File: config.mk
export PLATFORM = sky130hd
export DESIGN_NAME = type_classifier
export DESIGN_NICKNAME = d
export VERILOG_FILES = /design/src/rtl/type_classifier_pkg.sv /design/src/rtl/type_classifier_out_fifo.sv /design/src/rtl/type_classifier.sv
export SDC_FILE = /design/constraint.sdc
export NUM_CORES = 1
export LEC_CHECK = 0
export BUFFER_PORTS_ARGS = -buffer_cell sky130_fd_sc_hd__buf_2
export CORE_MARGIN = 2
export CORE_UTILIZATION = 45
export DETAILED_ROUTE_END_ITERATION = 8
export PLACE_DENSITY = 0.66
export SETUP_SLACK_MARGIN = 0.02
export SYNTH_ARGS = -nofsm -noshare
export SYNTH_HDL_FRONTEND = slang
export SYNTH_SLANG_ARGS = --single-unit
File: constraint.sdc
create_clock -name clk -period 3.45 [get_ports clk]
set_input_delay 0.69 -clock clk [delete_from_list [all_inputs] [get_ports clk]]
set_output_delay 0.69 -clock clk [all_outputs]
set_load 0.1 [all_outputs]
File: src/rtl/type_classifier_pkg.sv
// Shared record layout, class constants and output-entry format for type_classifier.
package type_classifier_pkg;

  localparam int WIDTH_RECORD = 45;
  localparam int SRC_MSB      = 44;
  localparam int SRC_LSB      = 42;
  localparam int PKT_MSB      = 41;
  localparam int PKT_LSB      = 32;
  localparam int KEY_MSB      = 31;

  localparam int WIDTH_SRC    = SRC_MSB - SRC_LSB + 1;
  localparam int WIDTH_PKT    = PKT_MSB - PKT_LSB + 1;

  localparam int                     WIDTH_CLASS   = 4;
  localparam logic [WIDTH_CLASS-1:0] DEFAULT_CLASS = 4'hF;

  typedef struct packed {
    logic [WIDTH_CLASS-1:0] cls;
    logic                   hit;
    logic [WIDTH_SRC-1:0]   src;
    logic [WIDTH_PKT-1:0]   pkt;
  } out_entry_t;

  localparam int WIDTH_ENTRY = $bits(out_entry_t);

endpackage

File: src/rtl/type_classifier_out_fifo.sv
// Show-ahead output FIFO; when empty the head port replays the most recently popped entry.
module classifier_out_fifo
  import type_classifier_pkg::*;
#(
  parameter int DEPTH = 4
) (
  input  logic                   clk,
  input  logic                   rst_n,
  input  logic                   push_i,
  input  logic [WIDTH_ENTRY-1:0] din_i,
  input  logic                   pop_i,
  output logic [WIDTH_ENTRY-1:0] dout_o,
  output logic                   full_o,
  output logic                   empty_o,
  output logic                   push_ok_o
);

  localparam int             AW      = $clog2(DEPTH);
  localparam logic [AW-1:0]  PTR_ONE = AW'(1);
  localparam logic [AW:0]    CNT_ONE = (AW + 1)'(1);
  localparam logic [AW:0]    CNT_MAX = (AW + 1)'(DEPTH);

  logic [WIDTH_ENTRY-1:0] mem_q [DEPTH];
  logic [AW-1:0]          wr_ptr_q;
  logic [AW-1:0]          rd_ptr_q;
  logic [AW-1:0]          last_ptr;
  logic [AW:0]            count_q;
  logic                   pop_ok;

  assign full_o    = (count_q == CNT_MAX);
  assign empty_o   = (count_q == '0);
  assign pop_ok    = pop_i & ~empty_o;
  // A full FIFO still accepts a push when the head leaves on the same edge.
  assign push_ok_o = push_i & (~full_o | pop_ok);

  // The slot behind the read pointer is never rewritten while empty.
  assign last_ptr = rd_ptr_q - PTR_ONE;
  assign dout_o   = empty_o ? mem_q[last_ptr] : mem_q[rd_ptr_q];

  always_ff @(posedge clk or negedge rst_n) begin
    if (!rst_n) begin
      wr_ptr_q <= '0;
      rd_ptr_q <= '0;
      count_q  <= '0;
      for (int i = 0; i < DEPTH; i++) mem_q[i] <= '0;
    end else begin
      if (push_ok_o) begin
        mem_q[wr_ptr_q] <= din_i;
        wr_ptr_q        <= wr_ptr_q + PTR_ONE;
      end
      if (pop_ok) rd_ptr_q <= rd_ptr_q + PTR_ONE;
      case ({push_ok_o, pop_ok})
        2'b10:   count_q <= count_q + CNT_ONE;
        2'b01:   count_q <= count_q - CNT_ONE;
        default: count_q <= count_q;
      endcase
    end
  end

endmodule

File: src/rtl/type_classifier.sv
// Header classifier: value/mask rule match, 3-stage pipeline, buffered valid/ready output.
// Optional per-class hit counters built when CLASSIFIER_STATS_EN is defined.
module type_classifier
  import type_classifier_pkg::*;
#(
  parameter int NUM_RULES = 8,
  parameter int WIDTH_KEY = 32,
  parameter int OUT_DEPTH = 4
) (
  input  logic                         clk,
  input  logic                         reset,
  input  logic [WIDTH_RECORD-1:0]      type_in,
  input  logic                         type_in_valid,
  input  logic                         cfg_wr,
  input  logic [$clog2(NUM_RULES)-1:0] cfg_addr,
  input  logic [WIDTH_KEY-1:0]         cfg_value,
  input  logic [WIDTH_KEY-1:0]         cfg_mask,
  input  logic [WIDTH_CLASS-1:0]       cfg_class,
  input  logic                         cfg_enable,
  output logic                         class_out_valid,
  input  logic                         class_out_ready,
  output logic [WIDTH_CLASS-1:0]       class_out,
  output logic                         class_hit,
  output logic [WIDTH_SRC-1:0]         class_src,
  output logic [WIDTH_PKT-1:0]         class_pkt,
  output logic [15:0]                  drop_cnt,
  input  logic [WIDTH_CLASS-1:0]       stat_sel,
  output logic [15:0]                  stat_cnt
);

  localparam int RULE_AW = $clog2(NUM_RULES);

  function automatic logic [15:0] sat_inc16(input logic [15:0] v);
    sat_inc16 = (v == 16'hFFFF) ? v : v + 16'd1;
  endfunction

  function automatic logic [RULE_AW-1:0] first_hit(input logic [NUM_RULES-1:0] m);
    first_hit = '0;
    for (int r = NUM_RULES - 1; r >= 0; r--) begin
      if (m[r]) first_hit = RULE_AW'(r);
    end
  endfunction

  logic [WIDTH_KEY-1:0]   value_q [NUM_RULES];
  logic [WIDTH_KEY-1:0]   mask_q  [NUM_RULES];
  logic [WIDTH_CLASS-1:0] cls_q   [NUM_RULES];
  logic [NUM_RULES-1:0]   en_q;

  always_ff @(posedge clk or negedge reset) begin
    if (!reset) begin
      en_q <= '0;
      for (int r = 0; r < NUM_RULES; r++) begin
        value_q[r] <= '0;
        mask_q[r]  <= '0;
        cls_q[r]   <= '0;
      end
    end else if (cfg_wr) begin
      value_q[cfg_addr] <= cfg_value;
      mask_q[cfg_addr]  <= cfg_mask;
      cls_q[cfg_addr]   <= cfg_class;
      en_q[cfg_addr]    <= cfg_enable;
    end
  end

  // ---- S1: input record register
  logic                    vld_p1;
  logic [WIDTH_RECORD-1:0] rec_p1;

  always_ff @(posedge clk or negedge reset) begin
    if (!reset) vld_p1 <= 1'b0;
    else        vld_p1 <= type_in_valid;
  end

  always_ff @(posedge clk) begin
    if (type_in_valid) rec_p1 <= type_in;
  end

  logic [WIDTH_KEY-1:0] key_p1;
  logic [NUM_RULES-1:0] match_d;

  assign key_p1 = rec_p1[KEY_MSB:0];

  always_comb begin
    match_d = '0;
    for (int r = 0; r < NUM_RULES; r++) begin
      match_d[r] = en_q[r] & (((key_p1 ^ value_q[r]) & mask_q[r]) == '0);
    end
  end

  // ---- S2: match vector plus class snapshot, so a later rule write cannot alter this record
  logic                   vld_p2;
  logic [NUM_RULES-1:0]   match_p2;
  logic [WIDTH_CLASS-1:0] cls_p2 [NUM_RULES];
  logic [WIDTH_SRC-1:0]   src_p2;
  logic [WIDTH_PKT-1:0]   pkt_p2;

  always_ff @(posedge clk or negedge reset) begin
    if (!reset) vld_p2 <= 1'b0;
    else        vld_p2 <= vld_p1;
  end

  always_ff @(posedge clk) begin
    if (vld_p1) begin
      match_p2 <= match_d;
      src_p2   <= rec_p1[SRC_MSB:SRC_LSB];
      pkt_p2   <= rec_p1[PKT_MSB:PKT_LSB];
      for (int r = 0; r < NUM_RULES; r++) cls_p2[r] <= cls_q[r];
    end
  end

  // ---- S3: priority encode and push into the output FIFO
  out_entry_t             push_entry;
  logic [RULE_AW-1:0]     hit_idx;
  logic                   push_ok;
  logic                   fifo_full;
  logic                   fifo_empty;
  logic [WIDTH_ENTRY-1:0] fifo_dout;
  out_entry_t             head;

  assign hit_idx = first_hit(match_p2);

  always_comb begin
    push_entry.hit = |match_p2;
    push_entry.cls = push_entry.hit ? cls_p2[hit_idx] : DEFAULT_CLASS;
    push_entry.src = src_p2;
    push_entry.pkt = pkt_p2;
  end

  classifier_out_fifo #(
    .DEPTH(OUT_DEPTH)
  ) u_out_fifo (
    .clk      (clk),
    .rst_n    (reset),
    .push_i   (vld_p2),
    .din_i    (push_entry),
    .pop_i    (class_out_ready),
    .dout_o   (fifo_dout),
    .full_o   (fifo_full),
    .empty_o  (fifo_empty),
    .push_ok_o(push_ok)
  );

  assign head            = out_entry_t'(fifo_dout);
  assign class_out_valid = ~fifo_empty;
  assign class_out       = head.cls;
  assign class_hit       = head.hit;
  assign class_src       = head.src;
  assign class_pkt       = head.pkt;

  logic [15:0] drop_cnt_q;

  always_ff @(posedge clk or negedge reset) begin
    if (!reset)                                drop_cnt_q <= '0;
    else if (vld_p2 & fifo_full & ~push_ok)    drop_cnt_q <= sat_inc16(drop_cnt_q);
  end

  assign drop_cnt = drop_cnt_q;

`ifdef CLASSIFIER_STATS_EN
  logic [15:0] hit_cnt_q [2**WIDTH_CLASS];
  logic [15:0] stat_cnt_q;

  always_ff @(posedge clk or negedge reset) begin
    if (!reset) begin
      stat_cnt_q <= '0;
      for (int c = 0; c < 2**WIDTH_CLASS; c++) hit_cnt_q[c] <= '0;
    end else begin
      if (push_ok) hit_cnt_q[push_entry.cls] <= sat_inc16(hit_cnt_q[push_entry.cls]);
      stat_cnt_q <= hit_cnt_q[stat_sel];
    end
  end

  assign stat_cnt = stat_cnt_q;
`else
  assign stat_cnt = {{(16 - WIDTH_CLASS){1'b0}}, stat_sel & {WIDTH_CLASS{1'b0}}};
`endif

endmodule

==> results.rst <==
.. list-table::
   :header-rows: 1

   * - Metric
     - Value
   * - Outcome
     - complete, no violations
   * - Share of the yosys chip area belonging to registers
     - 59.0%
   * - Nature of the critical path endpoint
     - output port
   * - Flop and latch count out of synthesis
     - 747
   * - R2R setup slack
     - 0.68 ns
   * - Max incr delay on CP
     - 0.42 ns
   * - Cell area after synthesis
     - 32500 sq um
   * - Final setup vio count
     - 0
   * - Count of cells along the worst register-to-register path
     - 5
   * - Fraction of final layout cells sized beyond drive strength 1
     - 39.9%
   * - Smallest hold slack
     - 0.0427 ns
   * - Unrepaired setup endpoints after global routing
     - true
   * - Tightest Hold Check Type
     - input port to async pin
   * - Crit path required time
     - 2.76 ns
   * - Avg Inst Size Synth
     - 14.3 sq um
   * - Number of synthesized flops with an enable pin
     - 98
   * - Die X-Extent
     - 273 um
   * - Bufs and invs on worst path
     - 4
   * - Area of the core region
     - 71500 sq um
   * - Post-synthesis mux area share
     - 21.7%
   * - Die footprint
     - 74400 sq um
   * - Initial antenna violation count
     - 5
   * - Number of different library cells in the post-synthesis netlist
     - 49
   * - Clock buffers created by TritonCTS
     - 81
   * - Vias post-DR
     - 19700
   * - # hold bufs at CTS
     - 0
   * - Count of nets left with antenna violations after detail routing
     - 0
   * - Worst clock skew on the final layout
     - 0.0349 ns
   * - Power per Cell Area
     - 807 nW/um^2
   * - Instance area after placement
     - 34900 sq um
   * - Share of the synthesized area in compound gates (AO/OA/AOI/OAI)
     - 6.22%
   * - Maximum root-to-sink buffer count
     - 3
   * - Min setup slack post-route
     - 0.126 ns
   * - Cell taking the most area after synthesis
     - dfrtp_1
   * - Leftover overflow at the end of global routing
     - 0
   * - Count of clock tree sinks
     - 747
   * - Post-DP HPWL
     - 55600 um
   * - Highest achievable clock rate
     - 301 MHz
   * - I/O pins
     - 177
   * - Number of hold violations in the final report
     - 0
   * - Total iterations of the first detailed-routing run
     - 7
   * - Final critical-path share of the clock period
     - 96.4%
   * - Clock latency reported for the late side of the worst-skew pair
     - 0.65 ns
   * - Worst setup slack before clock tree synthesis
     - 0.640 ns
   * - Average wire per standard cell
     - 24.0 um
   * - Dominant combinational cell family by area after synthesis
     - multiplexers
   * - Port Buf Inserts
     - 156
   * - Fin util
     - 52.7%
   * - Critical-path cell list
     - nor3_4 -> clkinvlp_4 -> buf_6 -> buf_4 -> or3_1 -> o31ai_1 -> a22oi_2 -> buf_12
   * - Max-cap violations
     - 0
   * - Initial Util
     - 45.4%
   * - Proportion of netlist area held by the largest area contributor
     - 50.0%
   * - Total number of yosys warnings
     - 0
   * - Net count reported at finish
     - 2580
   * - Clock tree from TritonCTS
     - done
   * - Cell with the biggest individual delay on the critical path
     - dfrtp_1
   * - CTS clk-pin slew, worst paths
     - 0.06 ns
   * - Via count of the first global-routing pass
     - 20600
   * - Via/cell ratio
     - 5.68
   * - Share of flip-flops with an asynchronous set or reset after synthesis
     - 86.9%
   * - Number of violations reported at the end of detailed-routing iteration 0
     - 1311
   * - Layout overhead on the synthesized area
     - 16.0%
   * - Simple-gate share of the synthesized area
     - 3.33%
   * - Floorplan row count
     - 98
   * - Post-Layout Inst Area
     - 37700 sq um
   * - Worst-path maximum fanout
     - 8
   * - Leakage power
     - 16.0 nW
   * - Worst reg2reg endpoint
     - match_p2[7]$_DFFE_PP_
   * - Arrival time worst endpoint
     - 2.63 ns
   * - Most common flop cell mapped by yosys
     - dfrtp_1
   * - Synthesized-area fraction occupied by xor and xnor cells
     - 7.44%
   * - Post-synthesis adder-cell area fraction
     - 0.293%
   * - Post-synthesis cell count
     - 2273
   * - Family with the most delay on the worst path
     - buffers and inverters
   * - Wire length of the first global-routing pass
     - 128000 um
   * - Headroom to the max-slew limit
     - 38.2%
   * - Detailed-route DRC error count
     - 0
   * - Height of the die
     - 273 um
   * - Number of max-slew violations in the final report
     - 0
   * - Maximum level of the CTS H-tree
     - 3
   * - Total inserted antenna cells
     - 0
   * - Root buffer cell
     - clkbuf_16
   * - Nature of the critical path startpoint
     - flop
   * - Crit Reg-Reg Startpoint
     - rec_p1[12]$_DFFE_PP_
   * - Tot GR Track Use
     - 22.5%
   * - GPL Wtd Cong
     - 0.829
   * - Cell types with the largest area share after synthesis
     - dfrtp_1 (50%), mux2_2 (22%), edfxtp_1 (9.1%)
   * - Kind of critical path
     - flop to output port
   * - Post-route minimum period
     - 3.32 ns
   * - Post-detailed-routing wire length
     - 83100 um
   * - Pin count of the biggest net entering global routing
     - 94
   * - Tightest Pin Transition
     - 0.927 ns
   * - Worst vdd ir
     - 0.924 mV
==> worst max-delay path by stage <==
stage | cells after the start | slack [ns] | startpoint | endpoint
final | 8 | 0.13 | u_out_fifo.count_q[2]$_DFFE_PN0P_ | class_pkt[4]
after global routing | 7 | 0.0004 | u_out_fifo.count_q[2]$_DFFE_PN0P_ | class_out[2]
after CTS | 7 | -0.06 | u_out_fifo.count_q[0]$_DFFE_PN0P_ | class_pkt[1]
after detailed placement | 7 | 0.64 | u_out_fifo.count_q[0]$_DFFE_PN0P_ | class_pkt[1]
after global placement | 7 | 0.70 | u_out_fifo.count_q[0]$_DFFE_PN0P_ | class_out[3]
after floorplan | 6 | 0.34 | u_out_fifo.count_q[0]$_DFFE_PN0P_ | class_hit
==> cells in the mapped netlist (all sizes together) (23+ instances only) <==
cell    count
dfrtp     649
mux2      623
xor2      263
clkbuf    103
edfxtp     98
a22oi      73
nand3      48
buf        41
nor3       35
o21ai      34
o221ai     34
a221oi     28
a22o       28
nand2      26
nor2       26
nand4      23
==> flip-flops by register name (all words and copies together), names as in the netlist, 10 cells and up <==
signal and cells:
rec_p1 45, cls_q 32, pkt_p2 10, value_q 256, mask_q 256, cls_p2 32
drop_cnt 16, u_out_fifo.mem_q 72
==> repair_timing <==
item                       CTS  global route
hold endpoints to repair     0             0
cloned                       0             1
setup buffers                0             7
setup endpoints to repair   17            18
gates resized for setup      0             7
pin swaps                    0             4
==> where the power goes <==
group          total [mW]  internal (mW)  switching [mW]
Combinational        9.28           3.94            5.34
Clock                8.74           5.15            3.59
Sequential           12.4           11.0            1.38
Total                30.4           20.1            10.3
==> layout by cell type (no fill, tap or decap), types with 24 or more instances in the layout <==
master / netlist / final
a221oi_1: 28 / 28
a22o_1: 28 / 28
a22oi_1: 73 / 56
buf_12: 0 / 32
buf_2: 13 / 137
buf_4: 16 / 45
clkbuf_16: 0 / 82
dfrtp_1: 649 / 647
edfxtp_1: 98 / 98
mux2_2: 623 / 623
nand2_1: 26 / 26
nand3_1: 48 / 48
nor2_1: 26 / 26
nor3_1: 35 / 32
o21ai_0: 24 / 24
o221ai_1: 34 / 34
xor2_1: 263 / 263
==> stage by stage <==
stage               power (mW)  setup TNS, ns  cells
global route              31.8              0   3465
global placement          21.3              0   3306
finish                    30.4              0   3465
floorplan                 18.5              0   2288
detailed placement        21.7              0   3306
CTS                       30.5         -0.411   3457
==> layer usage <==
layer  vias to the layer above  GRT usage, %  share of wire [%]  routed length (um)
met5                         -             0              0.041                  34
met4                         4          6.10                2.3                1930
met3                       116          3.63                4.6                3780
met2                       463          38.0                 50               41300
met1                     10400          30.3                 43               36100
li1                       8682             -                  -                   -
==> cell type report <==
| cell class | instances | area, sq um |
|---|---|---|
| flip-flops and latches | 747 | 19200 |
| multi-input cells | 1388 | 12800 |
| repair buffers | 219 | 1720 |
| fillers | 5886 | 33800 |
| clock buffers | 128 | 2450 |
| clock inverters | 23 | 275 |
| well taps | 950 | 1190 |
| repair inverters | 1 | 7.51 |
| inverters | 9 | 37.5 |
==> cell families (layout without fill, tap and decap cells) <==
family	count (synthesis)	count (layout)
buf+inv	153	380
xor+xnor	276	276
compound gates	259	259
mux	625	625
flops	747	747
simple gates	205	205
fa+ha+maj	7	7
other cells	1	16
(Power assumes the default switching activity.)
